### src/rtl/repairval_pkg.sv
// repairval_pkg
//   Shared definitions for the MBINIT.REPAIRVAL sideband handshake.
//   Holds the 4-bit sideband message codes (common to the initiator and the
//   partner responder), the initiator state encoding and a helper that sizes
//   the WAIT/PATTERN timeout counter.
package repairval_pkg;

  // Sideband message codes exchanged with the partner block
  localparam logic [3:0] MSG_INIT_REQ    = 4'd1;
  localparam logic [3:0] MSG_INIT_RESP   = 4'd2;
  localparam logic [3:0] MSG_RESULT_REQ  = 4'd3;
  localparam logic [3:0] MSG_RESULT_RESP = 4'd4;
  localparam logic [3:0] MSG_DONE_REQ    = 4'd5;
  localparam logic [3:0] MSG_DONE_RESP   = 4'd6;

  typedef enum logic [3:0] {
    ST_IDLE,
    ST_CHK_BUSY_INIT,
    ST_SEND_INIT,
    ST_WAIT_INIT,
    ST_PATTERN,
    ST_CHK_BUSY_RESULT,
    ST_SEND_RESULT,
    ST_WAIT_RESULT,
    ST_CHK_BUSY_DONE,
    ST_SEND_DONE,
    ST_WAIT_DONE,
    ST_DONE,
    ST_ERROR
  } state_t;

  // Bits needed to hold a count from 0 up to and including `cycles`
  function automatic int timeout_width(input int cycles);
    return $clog2(cycles + 1);
  endfunction

endpackage

### src/rtl/repairval_timeout_cnt.sv
// repairval_timeout_cnt
//   Cycle counter guarding the WAIT_* and PATTERN states of the REPAIRVAL
//   initiator. Counts while enabled, returns to zero on clear, and flags
//   expiry on the cycle the count reaches TIMEOUT_CYCLES-1.
// Ports:
//   clk      in   block clock
//   rst_n    in   asynchronous active-low reset
//   clear    in   return count to zero (state change)
//   enable   in   count this cycle (in a guarded state)
//   expired  out  terminal count reached while enabled
module repairval_timeout_cnt
  import repairval_pkg::*;
#(
  parameter int TIMEOUT_CYCLES = 8000000
) (
  input  logic clk,
  input  logic rst_n,
  input  logic clear,
  input  logic enable,
  output logic expired
);

  localparam int CntW = timeout_width(TIMEOUT_CYCLES);
  localparam logic [CntW-1:0] LastCount = CntW'(TIMEOUT_CYCLES - 1);

  logic [CntW-1:0] count;

  // Clear has priority so every new state starts its budget from zero
  always_ff @(posedge clk or negedge rst_n) begin
    if (!rst_n) begin
      count <= '0;
    end else if (clear) begin
      count <= '0;
    end else if (enable) begin
      count <= count + CntW'(1);
    end
  end

  assign expired = enable && (count == LastCount);

endmodule

### src/rtl/repairval_module_initiator.sv
// repairval_module_initiator
//   Initiator side of the MBINIT.REPAIRVAL sideband handshake:
//   init_req -> valid-lane pattern -> result_req -> done_req, each request
//   gated on sideband TX idle and each response wait guarded by a timeout.
//   All outputs are registered from the next state so they are valid in the
//   same cycle the state is entered.
// Build option:
//   REPAIRVAL_RETRY_EN  when defined, a failing partner result reruns the
//                       pattern up to MAX_RETRY times before closing.
// Ports:
//   CLK                            in   block clock
//   rst_n                          in   asynchronous active-low reset
//   i_REPAIRCLK_end                in   level enable; low aborts to IDLE
//   i_Rx_SbMessage[3:0]            in   decoded received sideband message
//   i_msg_valid                    in   qualifies i_Rx_SbMessage
//   i_VAL_Result_logged            in   msginfo of result_resp (1 = pass)
//   i_Busy_SideBand                in   sideband TX busy
//   i_falling_edge_busy            in   pulse: TX finished current message
//   i_valpattern_done              in   pulse: pattern generator finished
//   o_TX_SbMessage[3:0]            out  message code to send
//   o_ValidOutDatat_Module         out  TX request, high through SEND_*
//   o_valpattern_en                out  pattern generator enable
//   o_VAL_Result                   out  captured partner result
//   o_MBINIT_REPAIRVAL_Module_end  out  handshake complete
//   o_timeout                      out  timeout error, sticky until IDLE
module repairval_module_initiator
  import repairval_pkg::*;
#(
  parameter int TIMEOUT_CYCLES = 8000000,
  parameter int MAX_RETRY      = 3
) (
  input  logic       CLK,
  input  logic       rst_n,
  input  logic       i_REPAIRCLK_end,
  input  logic [3:0] i_Rx_SbMessage,
  input  logic       i_msg_valid,
  input  logic       i_VAL_Result_logged,
  input  logic       i_Busy_SideBand,
  input  logic       i_falling_edge_busy,
  input  logic       i_valpattern_done,
  output logic [3:0] o_TX_SbMessage,
  output logic       o_ValidOutDatat_Module,
  output logic       o_valpattern_en,
  output logic       o_VAL_Result,
  output logic       o_MBINIT_REPAIRVAL_Module_end,
  output logic       o_timeout
);

  state_t     state;
  state_t     next_state;
  logic [3:0] expected_resp;
  logic       in_send;
  logic       in_wait;
  logic       counting;
  logic       expired;
  logic       resp_now;
  logic       resp_seen;
  logic       result_val;
  logic       resp_pending;
  logic       pending_result;
  logic       capture;

  assign in_send  = state inside {ST_SEND_INIT, ST_SEND_RESULT, ST_SEND_DONE};
  assign in_wait  = state inside {ST_WAIT_INIT, ST_WAIT_RESULT, ST_WAIT_DONE};
  assign counting = in_wait || (state == ST_PATTERN);

  // Response each SEND/WAIT pair is looking for
  always_comb begin
    expected_resp = 4'd0;
    case (state)
      ST_SEND_INIT,   ST_WAIT_INIT:   expected_resp = MSG_INIT_RESP;
      ST_SEND_RESULT, ST_WAIT_RESULT: expected_resp = MSG_RESULT_RESP;
      ST_SEND_DONE,   ST_WAIT_DONE:   expected_resp = MSG_DONE_RESP;
      default:                        expected_resp = 4'd0;
    endcase
  end

  // A response latched during SEND counts as already received in WAIT
  assign resp_now   = i_msg_valid && (i_Rx_SbMessage == expected_resp) && (in_send || in_wait);
  assign resp_seen  = resp_now || resp_pending;
  assign result_val = resp_now ? i_VAL_Result_logged : pending_result;
  assign capture    = (state == ST_WAIT_RESULT) && resp_seen && (next_state != ST_IDLE);

`ifdef REPAIRVAL_RETRY_EN
  localparam int RetryW = (MAX_RETRY > 0) ? $clog2(MAX_RETRY + 1) : 1;

  logic [RetryW-1:0] retry_cnt;
  logic              retry_now;

  assign retry_now = !result_val && (retry_cnt < RetryW'(MAX_RETRY));

  // Number of pattern reruns already spent on failing results
  always_ff @(posedge CLK or negedge rst_n) begin
    if (!rst_n) begin
      retry_cnt <= '0;
    end else if (next_state == ST_IDLE) begin
      retry_cnt <= '0;
    end else if ((state == ST_WAIT_RESULT) && (next_state == ST_PATTERN)) begin
      retry_cnt <= retry_cnt + RetryW'(1);
    end
  end
`else
  // MAX_RETRY only shapes the design when retries are compiled in
  if (MAX_RETRY < 0) begin : g_bad_max_retry
  end
`endif

  // Next-state logic; dropping the enable overrides every other transition
  always_comb begin
    next_state = state;
    if ((state != ST_IDLE) && !i_REPAIRCLK_end) begin
      next_state = ST_IDLE;
    end else begin
      case (state)
        ST_IDLE:            if (i_REPAIRCLK_end)     next_state = ST_CHK_BUSY_INIT;
        ST_CHK_BUSY_INIT:   if (!i_Busy_SideBand)    next_state = ST_SEND_INIT;
        ST_CHK_BUSY_RESULT: if (!i_Busy_SideBand)    next_state = ST_SEND_RESULT;
        ST_CHK_BUSY_DONE:   if (!i_Busy_SideBand)    next_state = ST_SEND_DONE;
        ST_SEND_INIT:       if (i_falling_edge_busy) next_state = ST_WAIT_INIT;
        ST_SEND_RESULT:     if (i_falling_edge_busy) next_state = ST_WAIT_RESULT;
        ST_SEND_DONE:       if (i_falling_edge_busy) next_state = ST_WAIT_DONE;
        ST_WAIT_INIT: begin
          if (resp_seen)    next_state = ST_PATTERN;
          else if (expired) next_state = ST_ERROR;
        end
        ST_PATTERN: begin
          if (i_valpattern_done) next_state = ST_CHK_BUSY_RESULT;
          else if (expired)      next_state = ST_ERROR;
        end
        ST_WAIT_RESULT: begin
          if (resp_seen) begin
`ifdef REPAIRVAL_RETRY_EN
            next_state = retry_now ? ST_PATTERN : ST_CHK_BUSY_DONE;
`else
            next_state = ST_CHK_BUSY_DONE;
`endif
          end else if (expired) begin
            next_state = ST_ERROR;
          end
        end
        ST_WAIT_DONE: begin
          if (resp_seen)    next_state = ST_DONE;
          else if (expired) next_state = ST_ERROR;
        end
        default: next_state = state;
      endcase
    end
  end

  // Early-response latch: set in SEND, consumed and cleared leaving WAIT
  always_ff @(posedge CLK or negedge rst_n) begin
    if (!rst_n) begin
      resp_pending   <= 1'b0;
      pending_result <= 1'b0;
    end else if ((next_state == ST_IDLE) || (in_wait && (next_state != state))) begin
      resp_pending   <= 1'b0;
      pending_result <= 1'b0;
    end else if (in_send && resp_now) begin
      resp_pending   <= 1'b1;
      pending_result <= i_VAL_Result_logged;
    end
  end

  // State register with outputs decoded from the state being entered
  always_ff @(posedge CLK or negedge rst_n) begin
    if (!rst_n) begin
      state                         <= ST_IDLE;
      o_TX_SbMessage                <= 4'd0;
      o_ValidOutDatat_Module        <= 1'b0;
      o_valpattern_en               <= 1'b0;
      o_VAL_Result                  <= 1'b0;
      o_MBINIT_REPAIRVAL_Module_end <= 1'b0;
      o_timeout                     <= 1'b0;
    end else begin
      state <= next_state;
      case (next_state)
        ST_SEND_INIT:   o_TX_SbMessage <= MSG_INIT_REQ;
        ST_SEND_RESULT: o_TX_SbMessage <= MSG_RESULT_REQ;
        ST_SEND_DONE:   o_TX_SbMessage <= MSG_DONE_REQ;
        default:        o_TX_SbMessage <= 4'd0;
      endcase
      o_ValidOutDatat_Module        <= next_state inside {ST_SEND_INIT, ST_SEND_RESULT, ST_SEND_DONE};
      o_valpattern_en               <= (next_state == ST_PATTERN);
      o_MBINIT_REPAIRVAL_Module_end <= (next_state == ST_DONE);
      o_timeout                     <= (next_state == ST_ERROR);
      if (next_state == ST_IDLE) begin
        o_VAL_Result <= 1'b0;
      end else if (capture) begin
        o_VAL_Result <= result_val;
      end
    end
  end

  repairval_timeout_cnt #(
    .TIMEOUT_CYCLES(TIMEOUT_CYCLES)
  ) u_timeout_cnt (
    .clk    (CLK),
    .rst_n  (rst_n),
    .clear  (next_state != state),
    .enable (counting),
    .expired(expired)
  );

endmodule

### config.mk
export PLATFORM = sky130hd
export DESIGN_NAME = repairval_module_initiator
export DESIGN_NICKNAME = d
export VERILOG_FILES = /design/src/rtl/repairval_pkg.sv /design/src/rtl/repairval_timeout_cnt.sv /design/src/rtl/repairval_module_initiator.sv
export SDC_FILE = /design/constraint.sdc
export NUM_CORES = 1
export LEC_CHECK = 0
export BUFFER_PORTS_ARGS = -buffer_cell sky130_fd_sc_hd__buf_2
export CORE_ASPECT_RATIO = 1.25
export CORE_MARGIN = 2
export CORE_UTILIZATION = 30
export CTS_CLUSTER_SIZE = 8
export DETAILED_ROUTE_END_ITERATION = 7
export SLEW_MARGIN = 0
export SYNTH_ARGS = -nofsm -noshare
export SYNTH_HDL_FRONTEND = slang
export SYNTH_HIERARCHICAL = 1
export SYNTH_SLANG_ARGS = --single-unit
export TNS_END_PERCENT = 30
### constraint.sdc
create_clock -name CLK -period 4.2 [get_ports CLK]
set_input_delay 0.21 -clock CLK [delete_from_list [all_inputs] [get_ports CLK]]
set_output_delay 0.21 -clock CLK [all_outputs]
set_load 0.005 [all_outputs]
---- After elaboration in Yosys (flattened, before gate mapping) ----
Index checks and enable logic that the tools add are counted.
word-level totals
  register bits after elaboration ......... 38
  output and inout port bits .............. 9
  logic and storage cells ................. 81
cells by class
  add/sub/neg operators ................... 1
  equal/unequal tests ..................... 19
  reductions and logical operators ........ 26
  muxes and demuxes ....................... 25
operators by type and width
  kind                                                 number
  two-way mux 4 bit                                    13
  two-way mux 23 bit                                   2
  one-hot mux 4 bit (11 select lines)                  1
  equality test 4 x 3 -> 1 bit, second input constant  6
  equality test 4 bit, second input constant           6
  adder 23 x 1 -> 23 bit, second input constant        1
  equality test 23 bit, second input constant          1
  one-hot mux 3 bit (3 select lines)                   2
  equality test 4 x 2 -> 1 bit, second input constant  3
  nonzero test 3 bit                                   3
  logical AND 1 bit                                    8
  zero test 4 bit                                      2
  nonzero test 4 bit                                   2
  two-way mux 1 bit                                    7
  nonzero test 2 bit                                   3
  OR reduction 2 bit                                   3
  equality test 4 x 1 -> 1 bit, second input constant  1
  equality test 4 bit                                  1
  logical OR 1 bit                                     4
  != test 4 bit                                        1
  zero test 1 bit                                      1

---- Logic depth before layout (Yosys ltp) ----
  depth in word-level cells ............... 14
  depth in mapped cells ................... 19
  depth with buffers taken out ............ 15

---- Modules after synthesis ----
The synthesis kept the hierarchy.
modules (own cells, without submodules)
  module                      area an instance (sq um)  instances  cells an instance
  repairval_timeout_cnt       1211.2                    1          129
  repairval_module_initiator  1066.0                    1          123

---- Worst setup path before layout ----
Ideal clock, no wire load.
  path kind ............................... register to register
  start point ............................. reg state[1]
  end point ............................... reg u_timeout_cnt.count[21]
  arrival ................................. 4.054 ns
  period minus slack after synthesis ...... 4.132 ns
  cell stages (with the launch flop) ...... 20
  path slack .............................. 0.068 ns
  data required time ...................... 4.122 ns
  cell sequence ........................... dfrtp_1 -> buf_2 -> nand3b_1 -> nand2_1 -> inv_1 -> o31ai_1 -> buf_4 -> nand4_1 -> nor4_1 -> inv_1 -> o22ai_1 -> o211a_1 -> a21oi_1 -> nand3_1 -> buf_2 -> o211ai_1 -> or4_1 -> buf_2 -> or4_1 -> a21oi_1
between the ends
  elaborated cells between the ends (all ways) .. 43
RTL lines
  element                                                          line                               RTL
  from (decl)                                                      repairval_module_initiator.sv:49   state_t state;
  from (signal assigned)                                           repairval_module_initiator.sv:175  state <= next_state;
  equality test 4 x 2 -> 1 bit (tied with other cells)             repairval_module_initiator.sv:64   assign in_wait = state inside {ST_WAIT_INIT, ST_WAIT_RESULT, ST_WAIT_DONE};
  nonzero test 3 bit                                               repairval_module_initiator.sv:64
  logical OR 1 bit (*)                                             repairval_module_initiator.sv:65   assign counting = in_wait || (state == ST_PATTERN);
  named net counting                                               repairval_module_initiator.sv:54   logic counting;
  logical AND 1 bit (*)                                            repairval_timeout_cnt.sv:39        assign expired = enable && (count == LastCount);
  named net expired                                                repairval_module_initiator.sv:55   logic expired;
  two-way mux 4 bit (*)                                            -
  two-way mux 4 bit, on equally long branches                      -
  one-hot mux 4 bit (11 select lines) (*)                          repairval_module_initiator.sv:114  case (state)
  two-way mux 4 bit (*)                                            repairval_module_initiator.sv:111  if ((state != ST_IDLE) && !i_REPAIRCLK_end) begin
  != test 4 bit (*)                                                repairval_module_initiator.sv:199  .clear (next_state != state),
  two-way mux 23 bit / nonzero test 2 bit (equally long branches)  -
  to (signal assigned)                                             repairval_timeout_cnt.sv:35        count <= count + CntW'(1);
  to (decl)                                                        repairval_timeout_cnt.sv:26        logic [CntW-1:0] count;
The timed path passes the listed nets; every way through them passes the cells marked *.
A chain may end at the register's enable or synchronous reset.

---- Worst setup path after layout ----
  start point ............................. reg state[0]
  end point ............................... reg u_timeout_cnt.count[21]
The elaborated chain is that of the path after synthesis.

==> metrics.cfg <==
[floorplanning]
io_pins=21
core_um2=7360
die_h_um=101
start_util=0.310
die_area_um2=8310
die_w_um=81.9
num_rows=35

[cells_and_area]
regArea_um2=926
syn2layout_area_growth_pct=15.5
final_area_um2=2630
finish.utilization=0.357
multi_input_area_um2=1240
fillers=783
fin_nets=287
n_antenna_cell=0
fin_cells=367
drive_gt1_frac=0.200

[global_routing]
grt_pass1_vias=1930
grt_start_max_net_pins=38
grt_usage=0.138
grt_pass1_wl_mm=9.03
grt_antenna_before_repair=0
gr-total-overflow=0

[sta]
finClkSkew_ps=7.87
slew_headroom=0.453
maxSlewViolCount=0
fmax_mhz=260
hold_violations=0
tightest_slew_ps=821
period_needed_ps=3850
rsz0062_at_grt=false
fin_crit_sh=0.916
setup_viol=0
setup-tns-final_ps=0
finalWorstSetupSlack_ps=353

[power_and_ir_drop]
power.leakage_uw=0.00110
pwr-share-clk=0.353
ir_drop_uv=195
combPwrFrac=0.274
cellPowerDensity_nw_per_um2=387
p_sw_uw=321
pwr-share-seq=0.373
p_sw_frac=0.315
cellInternalPower_uw=697

[synth]
yosysWarnings=6
ys_seq_area_frac=0.407
syn_area_per_cell_um2=9.04
syn_inst=252
synth_edf_count=0
ys_ff_latch=37
synth_nets=265
synth_ff_type=dfrtp_1
async_reset_ff_frac=1.00
netlist-cell-type-count=62
syn_area_um2=2280

[worst_setup_path]
startpoint=state[0]
r2r-start=state[0]
worstPathRequired_ps=4410
ff2ff_path_depth=16
path_max_fanout=9
crit_path_start_kind=register
critPathCaptureType=register
r2r_setup_slack_ps=350
arrival_ps=4060
rr_endpoint=u_timeout_cnt/count[21]
path_class=reg -> reg

[clock_tree]
cts_made_buffers=5
cts_tree=yes
cts.sinks=37
cts_buffer_depth=2
clkTransAtPathRegs_ps=80
clk_latency_ps=290
cts_max_level=2
clockRootBuffer=clkbuf_8
cts_hold_repair.buffers=0

[route]
drtAntennaViolNets=0
drc_errors=0
viasPerCell=5.46
routedWlPerCell_um=14.2
vias=2003
first_pass_iters=7
drtIter0Drc=87
wirelength_mm=5.22

[placed_design]
dp_worst_setup_slack_ps=226
post-dp-hpwl_mm=3.79
placed_area_um2=2480
dp_cells=358
gp_routability_congestion=0.981
io_buffers=19

[hold_path]
hp-class=in -> async

[flow_run]
drv_cap=0

[outcome]
outcome=finished clean

-- state kept, by name, indices dropped and copies added, names as in the netlist --
name                           cells
o_ValidOutDatat_Module             1
resp_pending                       1
pending_result                     1
state                              4
o_MBINIT_REPAIRVAL_Module_end      1
u_timeout_cnt/count               23
o_VAL_Result                       1
o_TX_SbMessage                     3
o_valpattern_en                    1
o_timeout                          1
-- worst max-delay path by stage --
stage / depth (start not counted) / end / slack, ps
after floorplan: 19 / u_timeout_cnt/count[21] / 70
after global placement: 16 / u_timeout_cnt/count[21] / 390
after detailed placement: 16 / u_timeout_cnt/count[21] / 230
after CTS: 16 / u_timeout_cnt/count[21] / 170
after global routing: 17 / u_timeout_cnt/count[20] / 60
final: 16 / u_timeout_cnt/count[21] / 350
-- cells in the final DEF (no fill, tap or decap), types with 3 or more instances in the layout --
cell type and n:
nand2_1 10, mux2i_1 3, nor4_1 5, a21oi_1 17
xor2_1 7, o211ai_1 3, o31ai_1 3, o211a_1 4
clkbuf_8 5, nor2_1 31, buf_4 10, nor3_1 4
or3_1 8, buf_2 19, dfrtp_1 37, nand3b_1 4
o21ai_1 4, nand3_1 11, a31oi_1 4, xnor2_1 4
inv_1 11, nand4_1 6, o21ai_0 16
-- metal layers --
metal | track usage | vias up | routed length, um | part of all wire
li1 | - | 972 | - | -
met1 | 0.173 | 975 | 2380 | 0.46
met2 | 0.230 | 46 | 2570 | 0.49
met3 | 0.0321 | 10 | 177 | 0.034
met4 | 0.0526 | 0 | 91 | 0.017
met5 | 0 | - | 0 | 0
-- power by group through the flow --
stage | registers, uW | clock network, uW | logic (uW)
3_5_place_dp | 387 | 0 | 276
6_report | 380 | 359 | 279
4_1_cts | 379 | 371 | 278
3_3_place_gp | 385 | 0 | 279
5_1_grt | 382 | 384 | 306
2_1_floorplan | 383 | 0 | 205
-- cell families (layout without fill, tap and decap cells) --
family          count (synthesis)  count (layout)  share of synthesized area
xor+xnor                       11              11                     0.0423
buf+inv                        27              50                     0.0538
other cells                     1               1                    0.00165
fa+ha+maj                       1               1                    0.00549
mux                             3               3                     0.0132
simple gates                  100             100                      0.247
flops                          37              37                      0.407
compound gates                 72              72                      0.230
-- synth_stat cells, types with 2 or more instances --
cell type / instances / area, um2
o21ai_1: 4 / 20.0
a32oi_2: 2 / 32.5
nand3_1: 11 / 55.1
dfrtp_1: 37 / 926
buf_4: 3 / 22.5
inv_2: 2 / 7.51
nand2_1: 10 / 37.5
a221o_1: 2 / 20.0
xnor2_1: 4 / 35.0
o31ai_1: 3 / 22.5
o211a_1: 4 / 40.0
nor4_1: 5 / 31.3
o211ai_1: 3 / 22.5
buf_2: 8 / 40.0
a21oi_1: 17 / 85.1
xor2_1: 7 / 61.3
inv_1: 11 / 41.3
clkbuf_1: 3 / 11.3
and2_1: 2 / 12.5
nor3_1: 4 / 20.0
or3_1: 8 / 50.1
nand3b_1: 4 / 30.0
a311o_1: 2 / 20.0
a31oi_1: 4 / 25.0
nor2_1: 31 / 116
or4_1: 3 / 22.5
o21ai_0: 16 / 80.1
nand4_1: 6 / 37.5
mux2i_1: 3 / 30.0
-- area by class of cell --
type / count / area share
tap: 92 / 0.0438
sequential: 37 / 0.352
inverter: 13 / 0.0186
timing repair buffer: 29 / 0.0647
clock inverter: 3 / 0.0247
clock buffer: 5 / 0.0262
multi-input combinational: 188 / 0.470
-- critical path, stage by stage (launching register included) --
cell	delay (ps)
dfrtp_1	450
nand4bb_1	280
nand2_1	170
inv_1	80
o31ai_1	100
nand4_1	170
nor4_1	310
buf_4	180
inv_1	90
o22ai_1	220
o211a_1	170
a21oi_1	80
nand3_1	130
o211ai_1	120
or4_4	580
or4_1	480
a21oi_1	150
-- repair_timing --
action / 4_1_cts / 5_1_grt
buffers inserted: 0 / 1
setup endpoints to repair: 0 / 7
gates resized for setup: 0 / 2
-- metrics by stage --
stage / total power, uW / hold WS, ps
after floorplan: 589 / -85.6
after global placement: 664 / 362
after detailed placement: 662 / 361
after CTS: 1030 / 49.8
after global routing: 1070 / 83.0
final: 1020 / 21.2
Power figures use the tool's default switching activity.
